===== config.mk =====
export PLATFORM = sky130hd
export DESIGN_NAME = wb_stage_ex
export DESIGN_NICKNAME = d
export VERILOG_FILES = /design/src/rtl/wb_stage_ex_pkg.sv /design/src/rtl/wb_retire_counter.sv /design/src/rtl/wb_stage_ex.sv
export SDC_FILE = /design/constraint.sdc
export NUM_CORES = 1
export LEC_CHECK = 0
export BUFFER_PORTS_ARGS = -buffer_cell sky130_fd_sc_hd__buf_2
export CAP_MARGIN = 15
export CORE_AREA = 2 2 184 186
export DETAILED_ROUTE_END_ITERATION = 10
export DIE_AREA = 0 0 186 188
export GPL_ROUTABILITY_DRIVEN = 0
export PLACE_DENSITY_LB_ADDON = 0.1
export SLEW_MARGIN = 25
export SYNTH_ARGS = -nofsm -noshare
export SYNTH_HDL_FRONTEND = slang
export SYNTH_SLANG_ARGS = --single-unit
export TNS_END_PERCENT = 100

===== constraint.sdc =====
create_clock -name clk -period 14.8 [get_ports clk]
set_input_delay 0.74 -clock clk [delete_from_list [all_inputs] [get_ports clk]]
set_output_delay 0.74 -clock clk [all_outputs]
set_load 0.01 [all_outputs]

===== src/rtl/wb_stage_ex_pkg.sv =====
// Shared definitions for the writeback stage.
// Holds the exception code constants used across the pipeline and the helper
// functions that size the packed MEM->WB and WB->ID buses from the stage
// parameters. Bus field offsets are derived from these in the stage itself.
package wb_stage_ex_pkg;

   localparam int ECODE_W = 6;
   localparam int ESUB_W  = 9;

   localparam logic [ECODE_W-1:0] ECODE_INT = 6'h00;
   localparam logic [ECODE_W-1:0] ECODE_ADE = 6'h08;
   localparam logic [ECODE_W-1:0] ECODE_ALE = 6'h09;
   localparam logic [ECODE_W-1:0] ECODE_SYS = 6'h0B;
   localparam logic [ECODE_W-1:0] ECODE_BRK = 6'h0C;
   localparam logic [ECODE_W-1:0] ECODE_INE = 6'h0D;

   // MEM->WB bus, LSB->MSB:
   // pc, gr_we, dest, result, csr_we, csr_num, csr_wmask, csr_wvalue,
   // ex, ecode, esubcode, ertn
   function automatic int ms2ws_width(input int data_w, input int reg_aw,
                                      input int pc_w, input int csr_aw);
      return pc_w + 1 + reg_aw + data_w + 1 + csr_aw + data_w + data_w
             + 1 + ECODE_W + ESUB_W + 1;
   endfunction

   // WB->ID forwarding bus: {csr_hzd, ws_valid, rf_we, waddr, wdata}
   function automatic int ws2ds_width(input int data_w, input int reg_aw);
      return reg_aw + data_w + 3;
   endfunction

endpackage


===== src/rtl/wb_retire_counter.sv =====
// Retired-instruction counter.
// Ports:
//   clk    - rising-edge clock
//   reset  - asynchronous active-high reset, clears the count
//   inc    - add one to the count on this edge
//   count  - current count, wraps modulo 2^CNT_W without saturating
module wb_retire_counter #(
   parameter int CNT_W = 64
) (
   input  logic             clk,
   input  logic             reset,
   input  logic             inc,
   output logic [CNT_W-1:0] count
);

   localparam logic [CNT_W-1:0] ONE = CNT_W'(1);

   // Free-running wrap: overflow simply rolls back to zero.
   always_ff @(posedge clk or posedge reset) begin
      if (reset) begin
         count <= '0;
      end else if (inc) begin
         count <= count + ONE;
      end
   end

endmodule


===== src/rtl/wb_stage_ex.sv =====
// Writeback stage (5th pipe stage).
// Latches the MEM->WB bus, commits GPR writes, raises the exception/ERTN
// flush along with the CSR-commit information for the CSR unit, forwards the
// committing write to ID, counts retired instructions and drives the debug
// trace port.
// Ports:
//   clk, reset                 - clock and asynchronous active-high reset
//   ms_to_ws_valid/_bus        - instruction offered by MEM
//   ws_allow_in                - WB can accept an instruction this cycle
//   ws_to_ds_bus               - {csr_hzd, ws_valid, rf_we, waddr, wdata} to ID
//   ws_flush                   - exception or ERTN committing this cycle
//   wb_ex/wb_ertn/wb_ecode/wb_esubcode/wb_pc - exception commit info
//   csr_we/csr_num/csr_wmask/csr_wvalue      - CSR write port
//   retire_cnt                 - retired-instruction count
//   debug_wb_*                 - trace port
module wb_stage_ex
   import wb_stage_ex_pkg::*;
#(
   parameter int DATA_W    = 32,
   parameter int REG_AW    = 5,
   parameter int PC_W      = 32,
   parameter int CSR_AW    = 14,
   parameter int RET_CNT_W = 64,
   parameter int DBG_WE_W  = 4
) (
   input  logic                                    clk,
   input  logic                                    reset,
   input  logic                                    ms_to_ws_valid,
   input  logic [ms2ws_width(DATA_W, REG_AW, PC_W, CSR_AW)-1:0] ms_to_ws_bus,
   output logic                                    ws_allow_in,
   output logic [ws2ds_width(DATA_W, REG_AW)-1:0]  ws_to_ds_bus,
   output logic                                    ws_flush,
   output logic                                    wb_ex,
   output logic                                    wb_ertn,
   output logic [ECODE_W-1:0]                      wb_ecode,
   output logic [ESUB_W-1:0]                       wb_esubcode,
   output logic [PC_W-1:0]                         wb_pc,
   output logic                                    csr_we,
   output logic [CSR_AW-1:0]                       csr_num,
   output logic [DATA_W-1:0]                       csr_wmask,
   output logic [DATA_W-1:0]                       csr_wvalue,
   output logic [RET_CNT_W-1:0]                    retire_cnt,
   output logic [PC_W-1:0]                         debug_wb_pc,
   output logic [DBG_WE_W-1:0]                     debug_wb_rf_we,
   output logic [REG_AW-1:0]                       debug_wb_rf_wnum,
   output logic [DATA_W-1:0]                       debug_wb_rf_wdata
);

   localparam int MS2WS_W = ms2ws_width(DATA_W, REG_AW, PC_W, CSR_AW);

   localparam int PC_LSB         = 0;
   localparam int GR_WE_BIT      = PC_LSB + PC_W;
   localparam int DEST_LSB       = GR_WE_BIT + 1;
   localparam int RESULT_LSB     = DEST_LSB + REG_AW;
   localparam int CSR_WE_BIT     = RESULT_LSB + DATA_W;
   localparam int CSR_NUM_LSB    = CSR_WE_BIT + 1;
   localparam int CSR_WMASK_LSB  = CSR_NUM_LSB + CSR_AW;
   localparam int CSR_WVALUE_LSB = CSR_WMASK_LSB + DATA_W;
   localparam int EX_BIT         = CSR_WVALUE_LSB + DATA_W;
   localparam int ECODE_LSB      = EX_BIT + 1;
   localparam int ESUB_LSB       = ECODE_LSB + ECODE_W;
   localparam int ERTN_BIT       = ESUB_LSB + ESUB_W;

   logic               ws_valid;
   logic [MS2WS_W-1:0] bus_r;
   logic               ws_ready_go;

   logic               f_gr_we;
   logic [REG_AW-1:0]  f_dest;
   logic [DATA_W-1:0]  f_result;
   logic               f_csr_we;
   logic               f_ex;
   logic               f_ertn;
   logic               rf_we;
   logic               csr_hzd;

   // WB never stalls, so it always accepts; the handshake form is kept so a
   // future multi-cycle commit only has to change ws_ready_go.
   assign ws_ready_go = 1'b1;
   assign ws_allow_in = ~ws_valid | ws_ready_go;

   // The bus register only loads on an accepted handshake and otherwise keeps
   // its last contents; ws_valid alone decides whether they mean anything.
   // An instruction arriving while a flush commits is dropped.
   always_ff @(posedge clk or posedge reset) begin
      if (reset) begin
         ws_valid <= 1'b0;
         bus_r    <= '0;
      end else begin
         if (ws_allow_in) begin
            ws_valid <= ms_to_ws_valid & ~ws_flush;
         end
         if (ms_to_ws_valid & ws_allow_in) begin
            bus_r <= ms_to_ws_bus;
         end
      end
   end

   assign f_gr_we  = bus_r[GR_WE_BIT];
   assign f_dest   = bus_r[DEST_LSB +: REG_AW];
   assign f_result = bus_r[RESULT_LSB +: DATA_W];
   assign f_csr_we = bus_r[CSR_WE_BIT];
   assign f_ex     = bus_r[EX_BIT];
   assign f_ertn   = bus_r[ERTN_BIT];

   // Exception outranks ERTN, and a faulting instruction commits no GPR or
   // CSR write.
   assign wb_ex    = ws_valid & f_ex;
   assign wb_ertn  = ws_valid & f_ertn & ~f_ex;
   assign ws_flush = wb_ex | wb_ertn;
   assign rf_we    = ws_valid & f_gr_we & ~f_ex;
   assign csr_we   = ws_valid & f_csr_we & ~f_ex;
   assign csr_hzd  = ws_valid & (f_csr_we | f_ex | f_ertn);

   assign wb_ecode    = bus_r[ECODE_LSB +: ECODE_W];
   assign wb_esubcode = bus_r[ESUB_LSB +: ESUB_W];
   assign wb_pc       = bus_r[PC_LSB +: PC_W];
   assign csr_num     = bus_r[CSR_NUM_LSB +: CSR_AW];
   assign csr_wmask   = bus_r[CSR_WMASK_LSB +: DATA_W];
   assign csr_wvalue  = bus_r[CSR_WVALUE_LSB +: DATA_W];

   assign ws_to_ds_bus = {csr_hzd, ws_valid, rf_we, f_dest, f_result};

   assign debug_wb_pc       = bus_r[PC_LSB +: PC_W];
   assign debug_wb_rf_we    = {DBG_WE_W{rf_we}};
   assign debug_wb_rf_wnum  = f_dest;
   assign debug_wb_rf_wdata = f_result;

   // ERTN retires normally; only an exception-raising instruction does not.
   wb_retire_counter #(
      .CNT_W (RET_CNT_W)
   ) u_retire_counter (
      .clk   (clk),
      .reset (reset),
      .inc   (ws_valid & ~f_ex),
      .count (retire_cnt)
   );

endmodule


==> impl_metrics.toml <==
[power]
leakage_nw = 6.56
power_mw = 1.67
p_seq_share_pct = 43.3
pwr-share-clk_pct = 42.9
p_int_mw = 1.24
p_switching_uw = 424
netSwitchingFraction_pct = 25.4
peakVddDrop_mv = 0.0738
pwr_density_cell_nw_per_um2 = 128
comb_power_share_pct = 13.9

[critical_path]
path_class = "register to register"
cp-end-kind = "register"
worstRegToRegCells = 5
startpoint = "bus_r[149]"
worstPathCellList = "and2b_1 > nand4_1 > or4_1 > nor4_1 > xor2_1"
cp_slowest_cell = "or4_1"
reg2reg_slack_ns = 11.90
cpPeakStageDelay_ns = 0.98
r2r_start = "bus_r[149]"
worstPathArrival_ns = 3.36
start_kind = "register"
path_max_fanout = 17
required_ns = 15.26
r2r_end = "u_retire_counter.count[63]"

[final_layout]
fillCellCount = 3328
final_nets = 1286
postLayoutCoreUtil_pct = 39.2
syn2layout_area_growth_pct = 18.9
drive_above_1_share_pct = 61.0

[synthesis]
synth-simple-area-share_pct = 6.84
synth_cells = 874
synth-compound-area-share_pct = 0.137
synthMuxAreaShare_pct = 17.2
synth_warnings = 0
syn_avg_cell_area_um2 = 12.5
synth_top_family_by_area = "buffers and inverters"
synth_xor_xnor_area_share_pct = 5.05
ys_ff_latch = 231
yosysSeqAreaShare_pct = 52.9
ys_types = 32
synthAdderAreaFrac_pct = 0.115
syn_nets = 1044
netlist_area_um2 = 10900

[routing]
wl_per_cell_um = 17.5
num_vias = 6833
drt_wl_total_um = 27900
drt_iter0_drc = 179
ant_nets = 0
vias_per_cell = 4.29
drcViolationCount = 0
dr.pass1.iters = 6

[timing]
final_max_slew_viol_count = 0
hold_violations = 0
setup_viol = 0
tightest_slew_ns = 1.05
rsz0062_at_grt = "false"
post-route-period-util_pct = 19.6
fmax_ghz = 0.344
min_period_ns = 2.90
finClkSkew_ns = 0.0220
fin_tns_setup_ns = 0
holdWs_ns = 0.365
slew_headroom_pct = 30.0

[global_route]
antenna_found_initial = 6
grt_pass1_vias = 6870
grt_max_degree = 110
grt.overflow.total = 0
grt.total_usage_pct = 15.4
grt_pass1_wl_um = 41500

[flow_run]
maxCapViolCount = 0

[clocking]
clock_latency_ns = 0.55
cts_root_buf = "clkbuf_16"
cts_resized = 0
ctsHtreeMaxLevel = 1
clockBufferDepth = 3
clkTransAtPathRegs_ns = 0.06
numCtsBuffers = 28
cts_setup_buffers = 0
cts_tree = "yes"
cts_sinks = 231
cts_hold_buffers = 0

[place]
dp_hpwl_um = 20600
portBuffers = 474

[die]
core.rowCount = 67
die_x_um = 186
ios = 476
coreArea_um2 = 33100
start_util_pct = 33.0
fp.dieArea_um2 = 35000
die_height_um = 188

[run_status]
status = "finished, final reports clean"

[min_path]
hp-class = "input pin to asynchronous set/reset pin"
## placed cells by master (no fill, tap or decap), types with 4 or more instances in the layout
master,instances
nor2_1,15
clkbuf_16,28
nor4_1,14
clkbuf_1,7
dfrtp_1,231
and4_1,5
xor2_1,39
nand2_1,26
diode_2,5
inv_1,5
clkbuf_8,13
buf_4,4
nand4_1,18
mux2_2,167
xnor2_1,24
nor3_1,18
and2_1,4
buf_2,473
and3_1,9
nand3_1,16
## layer usage
layer  vias to the layer above  wire length (µm)  GRT usage (%)
li1                       3202                 -              -
met1                      3335             10700           18.1
met2                       265             14100           26.4
met3                        27              2690           5.50
met4                         4               384           3.94
met5                         -                27              0
## worst max path at each step
| stage | endpoint | slack, ns | cells past startpoint |
|---|---|---|---|
| final | u_retire_counter.count[63] | 11.90 | 5 |
| after global routing | u_retire_counter.count[49] | 11.62 | 5 |
| after CTS | u_retire_counter.count[63] | 11.81 | 5 |
| after detailed placement | bus_r[152] | 11.51 | 4 |
| after global placement | bus_r[126] | 11.49 | 4 |
| after floorplan | bus_r[0] | 7.73 | 1 |
## layout make-up
class	count	area (µm²)	share of cell area [%]
Sequential cell	231	5780	44.5
Multi-Input combinational cell	371	3210	24.7
Timing Repair Buffer	478	2410	18.5
Clock buffer	48	906	6.97
Tap cell	448	561	4.32
Clock inverter	4	81.3	0.626
Inverter	6	30.0	0.231
Antenna cell	5	12.5	0.0963
## flip-flops by register name (all words and copies together) (netlist names)
name,count
bus_r,166
u_retire_counter.count,64
ws_valid,1
## cells in the mapped netlist
cell type / instances / area, µm²
and2_1: 4 / 25.0
and2b_1: 2 / 15.0
conb_1: 1 / 3.75
and3_1: 9 / 56.3
or3_1: 2 / 12.5
buf_6: 1 / 11.3
nor2_1: 15 / 56.3
nor4b_1: 1 / 8.76
buf_4: 240 / 1800
clkbuf_1: 21 / 78.8
nor4_1: 14 / 87.6
buf_1: 2 / 7.51
or2_2: 1 / 6.26
nand3_1: 16 / 80.1
nand4_1: 18 / 113
nor2b_1: 1 / 6.26
or4_1: 2 / 15.0
a21o_1: 1 / 7.51
ha_1: 1 / 12.5
o21a_1: 1 / 7.51
nor3_1: 18 / 90.1
xnor2_1: 24 / 210
or4_4: 1 / 11.3
nand2_1: 26 / 97.6
dfrtp_1: 231 / 5780
inv_1: 6 / 22.5
mux2_2: 167 / 1880
buf_2: 2 / 10.0
nor4_2: 1 / 12.5
and4b_1: 1 / 10.0
and4_1: 5 / 43.8
xor2_1: 39 / 342
## per-stage QoR
| stage | instance area [µm²] | worst slack (ns) | std cells |
|---|---|---|---|
| 2_1_floorplan | 10900 | 7.73 | 874 |
| 3_3_place_gp | 12000 | 11.49 | 1534 |
| 3_5_place_dp | 12000 | 11.51 | 1534 |
| 4_1_cts | 13000 | 11.81 | 1586 |
| 5_1_grt | 13000 | 11.62 | 1589 |
| 6_report | 13000 | 11.90 | 1591 |
## cells by family (layout without fill, tap and decap cells)
kind of cell               Yosys count  count (layout)
adders and majority gates            1               1
AOI/OAI and AO/OA                    2               2
buffers and inverters              272             536
xor gates and xnor gates            63              63
DFF                                231             231
and+or+nand+nor                    137             137
muxes                              167             167
other                                1               6
## power groups by stage
stage / Sequential [mW] / Clock [mW] / Combinational [mW]
after floorplan: 0.728 / 0 / 0.203
after global placement: 0.733 / 0 / 0.237
after detailed placement: 0.735 / 0 / 0.238
after CTS: 0.724 / 0.745 / 0.238
after global routing: 0.730 / 0.772 / 0.253
final: 0.722 / 0.715 / 0.231
## worst max-delay path, delay by kind of cell, from the launching register on
kind / cells / cell delay (ns)
DFF: 1 / 0.40
xor gates and xnor gates: 1 / 0.18
and+or+nand+nor: 4 / 2.22
No activity file was read; power rests on OpenSTA's default activity.
